--- src/rtl/script_read_arbiter.sv ---
// script_read_arbiter
//   Shares one registered-latency script memory read port between
//   C_NUM_REQ requesters. Round-robin grant with a valid/ready handshake,
//   the memory address is held for the whole read, and each returned word
//   is steered back to the requester that issued it as a one-cycle pulse.
//
// Ports
//   clk        : clock
//   rst        : asynchronous active-high reset
//   req_valid  : per-requester read request
//   req_addr   : per-requester 16-bit word address, slice i = [16*i+15:16*i]
//   req_ready  : one-hot grant (combinational, only in the grant window)
//   rsp_valid  : one-hot, one-cycle response strobe
//   rsp_data   : response word shared by all requesters (held until next capture)
//   mem_addr   : registered address to the memory read port
//   mem_data   : read data from the memory
//   busy       : high while a read is in flight
module script_read_arbiter #(
  parameter int C_NUM_REQ     = 4,
  parameter int C_MEM_LATENCY = 1
) (
  input  logic                      clk,
  input  logic                      rst,
  input  logic [C_NUM_REQ-1:0]      req_valid,
  input  logic [16*C_NUM_REQ-1:0]   req_addr,
  output logic [C_NUM_REQ-1:0]      req_ready,
  output logic [C_NUM_REQ-1:0]      rsp_valid,
  output logic [31:0]               rsp_data,
  output logic [15:0]               mem_addr,
  input  logic [31:0]               mem_data,
  output logic                      busy
);

  localparam int RW = (C_NUM_REQ > 1) ? $clog2(C_NUM_REQ) : 1;
  localparam logic [1:0] CNT_INIT = 2'(C_MEM_LATENCY - 1);
  localparam logic [RW-1:0] RR_INIT = RW'(C_NUM_REQ - 1);
  localparam logic [C_NUM_REQ-1:0] ONE = {{(C_NUM_REQ-1){1'b0}}, 1'b1};

  typedef enum logic [1:0] {
    ST_IDLE    = 2'd0,
    ST_WAIT    = 2'd1,
    ST_CAPTURE = 2'd2
  } state_t;

  state_t                 state_q, state_d;
  logic [1:0]             cnt_q, cnt_d;
  logic [RW-1:0]          rr_q, rr_d;
  logic [RW-1:0]          owner_q, owner_d;
  logic [15:0]            mem_addr_q, mem_addr_d;
  logic [C_NUM_REQ-1:0]   rsp_valid_q, rsp_valid_d;
  logic [31:0]            rsp_data_q, rsp_data_d;
  logic                   busy_q, busy_d;

  logic [15:0]            addr_arr_s [C_NUM_REQ];
  logic [RW-1:0]          scan_idx_s;
  logic [RW-1:0]          win_idx_s;
  logic                   win_found_s;
  logic                   grant_window_s;
  logic                   accept_s;

  genvar gi;
  generate
    for (gi = 0; gi < C_NUM_REQ; gi++) begin : g_addr
      assign addr_arr_s[gi] = req_addr[16*gi +: 16];
    end
  endgenerate

  // Round-robin scan: first valid requester starting just after rr_q, with wrap.
  always_comb begin
    win_found_s = 1'b0;
    win_idx_s   = '0;
    scan_idx_s  = '0;
    for (int j = 1; j <= C_NUM_REQ; j++) begin
      scan_idx_s = RW'((int'(rr_q) + j) % C_NUM_REQ);
      if (!win_found_s && req_valid[scan_idx_s]) begin
        win_found_s = 1'b1;
        win_idx_s   = scan_idx_s;
      end else begin
        win_found_s = win_found_s;
      end
    end
  end

  // Grant window is IDLE or CAPTURE; the grant never looks at req_addr.
  always_comb begin
    grant_window_s = (state_q == ST_IDLE) || (state_q == ST_CAPTURE);
    accept_s       = grant_window_s && win_found_s;
    if (accept_s) begin
      req_ready = ONE << win_idx_s;
    end else begin
      req_ready = '0;
    end
  end

  // Next-state logic: latency countdown, response capture, and accept.
  always_comb begin
    state_d     = state_q;
    cnt_d       = cnt_q;
    rr_d        = rr_q;
    owner_d     = owner_q;
    mem_addr_d  = mem_addr_q;
    rsp_valid_d = '0;
    rsp_data_d  = rsp_data_q;
    busy_d      = busy_q;

    case (state_q)
      ST_IDLE: begin
        state_d = ST_IDLE;
      end
      ST_WAIT: begin
        // Counter reaches zero on entry to CAPTURE, so CAPTURE lands exactly
        // C_MEM_LATENCY cycles after the accept.
        cnt_d = cnt_q - 2'd1;
        if (cnt_q == 2'd1) begin
          state_d = ST_CAPTURE;
        end else begin
          state_d = ST_WAIT;
        end
      end
      ST_CAPTURE: begin
        rsp_data_d  = mem_data;
        rsp_valid_d = ONE << owner_q;
        state_d     = ST_IDLE;
        busy_d      = 1'b0;
      end
      default: begin
        state_d = ST_IDLE;
        busy_d  = 1'b0;
      end
    endcase

    // An accept in CAPTURE overrides the return to IDLE (back-to-back reads).
    if (accept_s) begin
      mem_addr_d = addr_arr_s[win_idx_s];
      owner_d    = win_idx_s;
      rr_d       = win_idx_s;
      cnt_d      = CNT_INIT;
      busy_d     = 1'b1;
      if (C_MEM_LATENCY == 1) begin
        state_d = ST_CAPTURE;
      end else begin
        state_d = ST_WAIT;
      end
    end else begin
      owner_d = owner_q;
    end
  end

  // State and output registers; reset discards any read in flight.
  always_ff @(posedge clk or posedge rst) begin
    if (rst) begin
      state_q     <= ST_IDLE;
      cnt_q       <= 2'd0;
      rr_q        <= RR_INIT;
      owner_q     <= '0;
      mem_addr_q  <= 16'h0000;
      rsp_valid_q <= '0;
      rsp_data_q  <= 32'h0000_0000;
      busy_q      <= 1'b0;
    end else begin
      state_q     <= state_d;
      cnt_q       <= cnt_d;
      rr_q        <= rr_d;
      owner_q     <= owner_d;
      mem_addr_q  <= mem_addr_d;
      rsp_valid_q <= rsp_valid_d;
      rsp_data_q  <= rsp_data_d;
      busy_q      <= busy_d;
    end
  end

  assign mem_addr  = mem_addr_q;
  assign rsp_valid = rsp_valid_q;
  assign rsp_data  = rsp_data_q;
  assign busy      = busy_q;

endmodule

--- config.mk ---
export PLATFORM = sky130hd
export DESIGN_NAME = script_read_arbiter
export DESIGN_NICKNAME = d
export VERILOG_FILES = /design/src/rtl/script_read_arbiter.sv
export SDC_FILE = /design/constraint.sdc
export NUM_CORES = 1
export LEC_CHECK = 0
export CAP_MARGIN = 20
export CORE_MARGIN = 2
export CORE_UTILIZATION = 30
export CTS_CLUSTER_DIAMETER = 120
export CTS_CLUSTER_SIZE = 14
export DETAILED_ROUTE_END_ITERATION = 10
export PLACE_DENSITY_LB_ADDON = 0.08
export SLEW_MARGIN = 20
export SYNTH_ARGS = -nofsm -noshare
export SYNTH_HDL_FRONTEND = slang
export SYNTH_SLANG_ARGS = --single-unit
--- constraint.sdc ---
create_clock -name clk -period 1.9 [get_ports clk]
set_clock_uncertainty 0.2 [all_clocks]
set_input_delay 0.285 -clock clk [delete_from_list [all_inputs] [get_ports clk]]
set_output_delay 0.285 -clock clk [all_outputs]
set_load 0.01 [all_outputs]
==> reports/results.tsv, run 1 <==
metric	value	unit
setup_viol	20	
yosysSeqAreaShare	0.5035	
reg2reg_depth	6	
path_cells	nand2b_4 > o21ai_2 > a221oi_2 > buf_4 > buf_6 > nor3_2 > buf_2	
syn_area_per_cell	11.16	um2
grt_max_degree	62	
grtUsageTotal	0.1736	
viasPerCell	4.824	
arrival	1.77	ns
fin_nets	557	
final.period_utilization	1.188	
rsz0062_at_grt	yes	
insertion_delay	0.33	ns
syn_area	0.003037	mm2
seq_power_share	0.341	
reg2reg_from	rr_q[1]	
synth_async_sr_flop_share	1.000	
wl	9571	um
min_path_type	in2async	
clk_pin_slew_worst_paths	0.07	ns
final_cell_mix	clkdlybuf4s50_1, dfrtp_1, mux2_2	
crit_type	reg2out	
port_buffers	158	
slowest_stage	dfstp_2	
synth-seq-cells	61	
slew_violations	0	
via_count	2856	
syn-num-nets	375	
numCtsBuffers	9	
final_common_cell	clkdlybuf4s50_1	
power.internal	3.360	mW
power.switching	1.483	mW
drc	0	
io_pins	159	
cp-start-kind	flop	
fin_ws	-0.3565	ns
holdWs	0.1942	ns
utilization	0.5366	
p_leak	2.169	nW
status	finished, violations left	
chipWidth	104.6	um
yosys_warnings	0	
hold_viol_final	0	
sw_frac_of_total	0.3061	
rows	36	
area_growth	73.51	%
path_max_fanout	4	
post-dp-hpwl	6642	um
tritoncts	done	
rr_endpoint	mem_addr[15]	
antenna_found_initial	0	
cts_root_buffer	clkbuf_8	
cpPeakStageDelay	0.56	ns
rrSetupSlack	-0.10	ns
period_minus_slack	2.257	ns
combinationalPowerShare	0.389	
cpLargestDelayFamily	flip-flops	
drive_gt1_frac	0.2767	
gp_congestion	0.7335	
required	1.41	ns
dr.pass1.iters	4	
cts_sinks	61	
die_h	104.6	um
worst_slew_pin_slew	0.3768	ns
first_iter_violations	70	
cts_buffer_depth	2	
cts_hold_buf	0	
htreeDepth	3	
drv_cap	0	
ys.flop_type	dfrtp_1	
fmax	443.2	MHz
pwr-share-clk	0.270	
antennaDiodeCount	0	
syn_inst	272	
grt_pass1_vias	2905	
ir_worst_vdd	0.0003986	V
wire_per_inst	16.17	um
cellPowerDensity	919.1	mW/mm2
ys_types	44	
start_util	0.3093	
drtAntennaViolNets	0	
end_kind	output pin	
die_area	0.01094	mm2
slew-limit-headroom	0.7469	
core_area	0.009819	mm2
grt_overflow	0	
violations	setup timing	
worst-path-buf-inv	3	
synth_edf_count	0	
grt_pass1_wl	14910	um
-- kinds of logic (layout without fill, tap and decap cells) --
logic type / count (synthesis) / count (layout) / share of synthesized area
and+or+nand+nor: 68 / 68 / 0.1216
adders and majority gates: 1 / 1 / 0.004120
AOI/OAI and AO/OA: 81 / 82 / 0.1805
muxes: 32 / 32 / 0.1187
buffers and inverters: 29 / 215 / 0.07169
DFF: 61 / 61 / 0.5035
-- worst max path at each step --
stage,from,endpoint,slack (ns),cells past startpoint
6_report,rr_q[0],req_ready[3],-0.36,7
2_1_floorplan,rr_q[1],mem_addr[0],0.04,6
4_1_cts,rr_q[0],req_ready[3],-0.37,7
5_1_grt,rr_q[0],req_ready[3],-0.47,7
3_5_place_dp,req_valid[3],req_ready[2],-0.79,6
3_3_place_gp,req_valid[3],req_ready[2],-0.73,6
-- per-layer routing --
| layer | share of wire | track usage | vias up |
|---|---|---|---|
| li1 | - | - | 1354 |
| met2 | 0.48 | 0.2894 | 121 |
| met4 | 0.020 | 0.05810 | 0 |
| met3 | 0.066 | 0.04803 | 12 |
| met1 | 0.43 | 0.2172 | 1369 |
| met5 | 0 | 0 | - |
-- sequential cells by signal, summed over array words and instances, names as in the netlist --
signal,flops
rsp_data,32
mem_addr,16
rsp_valid,4
cnt_q,2
owner_q,2
rr_q,2
state_q,2
busy,1
-- through the flow --
step           instances  worst slack, ns  cell area [um2]  total power [mW]  TNS, ns
2_1_floorplan        272          0.04120             3047             2.410        0
3_3_place_gp         564          -0.7314             4821             3.277   -12.43
3_5_place_dp         564          -0.7906             4821             3.291   -12.92
4_1_cts              585          -0.3663             5125             4.744   -1.704
5_1_grt              592          -0.4670             5269             5.090   -3.593
6_report             592          -0.3565             5269             4.843   -2.303
-- cell usage after synthesis (all sizes together) (2+ instances only) --
master  instances  area share
a21oi          21       0.036
a31oi          16       0.033
a32oi          16       0.046
and2           16       0.036
and3            2      0.0041
buf            17       0.050
clkbuf          5       0.013
dfrtp          59        0.49
dfstp           2       0.017
inv             7      0.0087
mux2           32        0.12
nand2           7      0.0087
nand2b          5       0.013
nand3           2      0.0033
nor2           25       0.032
nor3            3      0.0049
o21ai          22       0.037
or2             3      0.0062
-- tightest hold or removal path, delay by kind of cell --
family	cells	cell delay [ns]
buf+inv	3	0.83
-- timing repair --
| action | 4_1_cts | 5_1_grt |
|---|---|---|
| setup endpoints to repair | 20 | 20 |
| pin swaps | 8 | 16 |
| cloned | 1 | 0 |
| resized for setup | 33 | 13 |
| buffers inserted | 5 | 7 |
-- final cells by class --
class,count,area (um2)
Tap cell,133,166.4
Clock inverter,7,98.84
Clock buffer,9,123.9
Fill cell,941,4551
Timing Repair Buffer,192,1876
Sequential cell,61,1529
Multi-Input combinational cell,183,1445
Inverter,7,30.03
-- power by group through the flow --
| stage | combinational (mW) | clock (mW) | sequential [mW] |
|---|---|---|---|
| 2_1_floorplan | 0.664 | 0 | 1.75 |
| 3_3_place_gp | 1.61 | 0 | 1.67 |
| 3_5_place_dp | 1.62 | 0 | 1.67 |
| 4_1_cts | 1.74 | 1.35 | 1.66 |
| 5_1_grt | 2.01 | 1.40 | 1.68 |
| 6_report | 1.88 | 1.31 | 1.65 |
Power figures use the tool's default switching activity.
==> run 2: changes to the inputs <==
==> constraint.sdc (replaced) <==
create_clock -name clk -period 2.9 [get_ports clk]
set_clock_uncertainty 0.2 [all_clocks]
set_input_delay 0.435 -clock clk [delete_from_list [all_inputs] [get_ports clk]]
set_output_delay 0.435 -clock clk [all_outputs]
set_load 0.01 [all_outputs]
==> reports/results.tsv, run 2 (same netlist as run 1, synthesis figures left out) <==
metric	value	unit
clk_pin_slew_worst_paths	0.08	ns
core_area	0.009819	mm2
die_h	104.6	um
final_area	0.005021	mm2
rrSetupSlack	0.83	ns
slew_violations	0	
wl	9167	um
cts_buffer_depth	2	
fin_nets	549	
setup_viol	0	
p_leak	2.098	nW
drtAntennaViolNets	0	
crit_type	reg2out	
grt_pass1_vias	2795	
numCtsBuffers	9	
fmax	365.8	MHz
die_area	0.01094	mm2
wire_per_inst	15.70	um
rsz0062_at_grt	no	
final_common_cell	clkdlybuf4s50_1	
slowest_stage	dfstp_2	
final.period_utilization	0.9427	
grt_overflow	0	
port_buffers	158	
arrival	2.10	ns
drc	0	
end_kind	output pin	
gp_congestion	0.7662	
status	complete, no violations	
tns	0	ns
drive_gt1_frac	0.2129	
holdWs	0.2602	ns
path_max_fanout	5	
required	2.27	ns
rr_endpoint	mem_addr[9]	
area_growth	65.35	%
hold_viol_final	0	
top_layer	met4	
final_cell_mix	clkdlybuf4s50_1, dfrtp_1, mux2_2	
worst-path-buf-inv	3	
grt_max_degree	40	
first_iter_violations	87	
cp-start-kind	flop	
fin_ws	0.1662	ns
drv_cap	0	
path_cells	buf_4 > buf_4 > nand2_1 > a21oi_2 > nor2_1 > nor2_1 > clkdlybuf4s50_1	
final_cells	584	
cts_root_buffer	clkbuf_8	
tritoncts	done	
antenna_found_initial	0	
ir_worst_vdd	0.0002787	V
slew-limit-headroom	0.6176	
placed_area	0.004763	mm2
dr_wl_met3	640	um
period_minus_slack	2.734	ns
grt_pass1_wl	14570	um
chipWidth	104.6	um
cellPowerDensity	576.6	mW/mm2
insertion_delay	0.34	ns
wl_met1	4040	um
cpLargestDelayFamily	buffers and inverters	
start_util	0.3093	
viasPerCell	4.714	
htreeDepth	3	
rows	36	
path_depth	7	
via_count	2753	
dp.cells	561	
cp-startpoint	rr_q[0]	
largest_reg_flops	32	
cts_hold_buf	0	
reg2reg_depth	6	
antennaDiodeCount	0	
reg2reg_from	rr_q[0]	
cts_sinks	61	
min_path_type	in2async	
dr.pass1.iters	4	
wl_met2	4295	um
worst_slew_pin_slew	0.5736	ns
grtUsageTotal	0.1684	
place_ws	-0.04010	ns
post-dp-hpwl	6556	um
io_pins	159	
cpPeakStageDelay	0.58	ns
-- run 2: per-layer routing --
metal	track usage	vias to the layer above
met5	0	-
met4	0.07524	0
met3	0.04928	16
met2	0.2661	109
met1	0.2133	1290
li1	-	1338
-- run 2: area by class of cell --
type | count | area (um2)
fill | 947 | 4798
timing repair buffer | 185 | 1803
sequential | 61 | 1529
multi-input combinational | 182 | 1297
tap | 133 | 166.4
clock buffer | 9 | 123.9
clock inverter | 7 | 75.07
inverter | 7 | 26.28
-- run 2: where the power goes --
group	total [mW]	internal, mW	switching, mW
combinational	1.04	0.609	0.434
sequential	1.09	1.00	0.0920
clock	0.760	0.399	0.361
total	2.90	2.01	0.887
-- run 2: repair_timing --
action | CTS | global route
buffers inserted | 3 | 4
pin swaps | 0 | 1
cloned | 0 | 0
gates resized for setup | 3 | 5
endpoints found under the setup margin | 3 | 3
-- run 2: metrics by stage --
| stage | util | total power [mW] |
|---|---|---|
| after floorplan | - | 1.574 |
| after global placement | 0.4851 | 2.107 |
| after detailed placement | 0.4851 | 2.115 |
| after CTS | 0.5073 | 2.910 |
| after global routing | 0.5113 | 3.073 |
| final | 0.5113 | 2.895 |
-- run 2: worst max path at each step --
stage | to | slack [ns]
finish | req_ready[0] | 0.17
global route | req_ready[0] | 0.02
CTS | req_ready[3] | 0.005
detailed placement | req_ready[2] | -0.04
global placement | req_ready[2] | -0.05
floorplan | busy | 0.76
==> run 3: changes to the inputs <==
--- a/config.mk
+++ b/config.mk
@@ -12,6 +12,7 @@
 export CTS_CLUSTER_SIZE = 14
 export DETAILED_ROUTE_END_ITERATION = 10
 export PLACE_DENSITY_LB_ADDON = 0.08
+export SKIP_CTS_REPAIR_TIMING = 1
 export SLEW_MARGIN = 20
 export SYNTH_ARGS = -nofsm -noshare
 export SYNTH_HDL_FRONTEND = slang
==> constraint.sdc (replaced) <==
create_clock -name clk -period 3.05 [get_ports clk]
set_clock_uncertainty 0.2 [all_clocks]
set_input_delay 0.4575 -clock clk [delete_from_list [all_inputs] [get_ports clk]]
set_output_delay 0.4575 -clock clk [all_outputs]
set_load 0.01 [all_outputs]
==> reports/results.tsv, run 3 (same netlist as run 1, synthesis figures left out) <==
metric	value	unit
status	complete, no violations	
first_iter_violations	96	
required	2.39	ns
ir_worst_vdd	0.0003052	V
final.period_utilization	0.9696	
period_minus_slack	2.957	ns
drv_cap	0	
numCtsBuffers	9	
n_fill_cell	978	
wire_per_inst	16.23	um
slowest_stage	dfstp_2	
cpPeakStageDelay	0.61	ns
core_area	0.009819	mm2
path_max_fanout	9	
chipWidth	104.6	um
grt_pass1_wl	14970	um
end_kind	output pin	
slew-limit-headroom	0.6191	
die_h	104.6	um
min_path_type	reg2reg	
clk_pin_slew_worst_paths	0.07	ns
rows	36	
largest_reg_flops	32	
hold_viol_final	0	
viasPerCell	4.767	
placed_area	0.004718	mm2
gp_congestion	0.7961	
grtUsageTotal	0.1747	
final_cells	570	
slew_violations	0	
final_cell_mix	clkdlybuf4s50_1, dfrtp_1, mux2_2	
final_area	0.004925	mm2
cp-start-kind	flop	
dp.cells	555	
p_leak	2.019	nW
grt_overflow	0	
rsz0062_at_grt	yes	
via_count	2717	
wl_met2	4331	um
start_util	0.3093	
worst-path-buf-inv	2	
drc	0	
fmax	338.2	MHz
die_area	0.01094	mm2
grt_pass1_vias	2867	
worst_slew_pin_slew	0.5706	ns
antenna_found_initial	0	
path_cells	nand2b_1 > o21ai_0 > a221oi_1 > buf_4 > o21ba_1 > clkdlybuf4s50_1	
fin_nets	536	
drtAntennaViolNets	0	
dr.pass1.iters	4	
drive_gt1_frac	0.1876	
final_common_cell	clkdlybuf4s50_1	
insertion_delay	0.33	ns
post-dp-hpwl	6770	um
cts_buffer_depth	2	
top_layer	met4	
tns	0	ns
area_growth	62.18	%
grt_max_degree	38	
arrival	2.30	ns
tritoncts	done	
wl	9250	um
cellPowerDensity	547.5	mW/mm2
setup_viol	0	
crit_type	reg2out	
htreeDepth	3	
cts_root_buffer	clkbuf_8	
io_pins	159	
dr_wl_met3	642	um
antennaDiodeCount	0	
port_buffers	158	
cts_sinks	61	
wl_met1	4031	um
cpLargestDelayFamily	buffers and inverters	
## run 3: cell count changes in the layout (fill, tap and decap cells not counted), sizes merged
cell / previous run / this run
buf: 27 / 14
clkbuf: 9 / 11
clkdlybuf4s50: 151 / 155
clkinvlp: 3 / 1
dlygate4sd2: 3 / 0
dlymetal6s2s: 4 / 3
inv: 8 / 7
## run 3: path summary, 6_finish.rpt
path                            start            to  slack, ns  depth (start not counted)
hold reg to reg            state_q[1]          busy       0.27                          1
max in group asynchronous         rst       rr_q[0]       1.68                          3
setup reg to reg              rr_q[0]   mem_addr[9]       1.02                          5
setup / recovery              rr_q[0]  req_ready[2]       0.09                          6
hold / removal             state_q[1]          busy       0.27                          1
min in group asynchronous         rst  rsp_data[28]       0.30                          2
## run 3: report_power, final
| group | leakage (nW) | switching [mW] | internal (mW) | total, mW |
|---|---|---|---|---|
| clock | 0.101 | 0.313 | 0.415 | 0.728 |
| sequential | 0.721 | 0.0956 | 0.952 | 1.05 |
| combinational | 1.20 | 0.398 | 0.523 | 0.921 |
## run 3: per-layer routing
metal	GRT usage	up-vias
met5	0	-
met4	0.07905	0
met3	0.05240	16
met2	0.2764	117
met1	0.2200	1282
li1	-	1302
## run 3: final cells by class
| type | instances | area (um2) | share of cell area |
|---|---|---|---|
| Timing Repair Buffer | 172 | 1707 | 0.3465 |
| Sequential cell | 61 | 1529 | 0.3105 |
| Multi-Input combinational cell | 182 | 1297 | 0.2635 |
| Tap cell | 133 | 166.4 | 0.03379 |
| Clock buffer | 11 | 151.4 | 0.03074 |
| Clock inverter | 4 | 47.55 | 0.009654 |
| Inverter | 7 | 26.28 | 0.005335 |
## run 3: stage by stage
stage                     hold WS (ns)  worst slack (ns)    util  total power [mW]
after global routing            0.2938         -0.006932  0.5015             2.859
after floorplan                 0.2282            0.8828       -             1.496
after CTS                       0.2808         -0.001942  0.5008             2.734
after detailed placement        0.2652          0.001211  0.4805             1.994
final                           0.2749           0.09279  0.5015             2.696
after global placement          0.2595           0.04280  0.4805             1.982
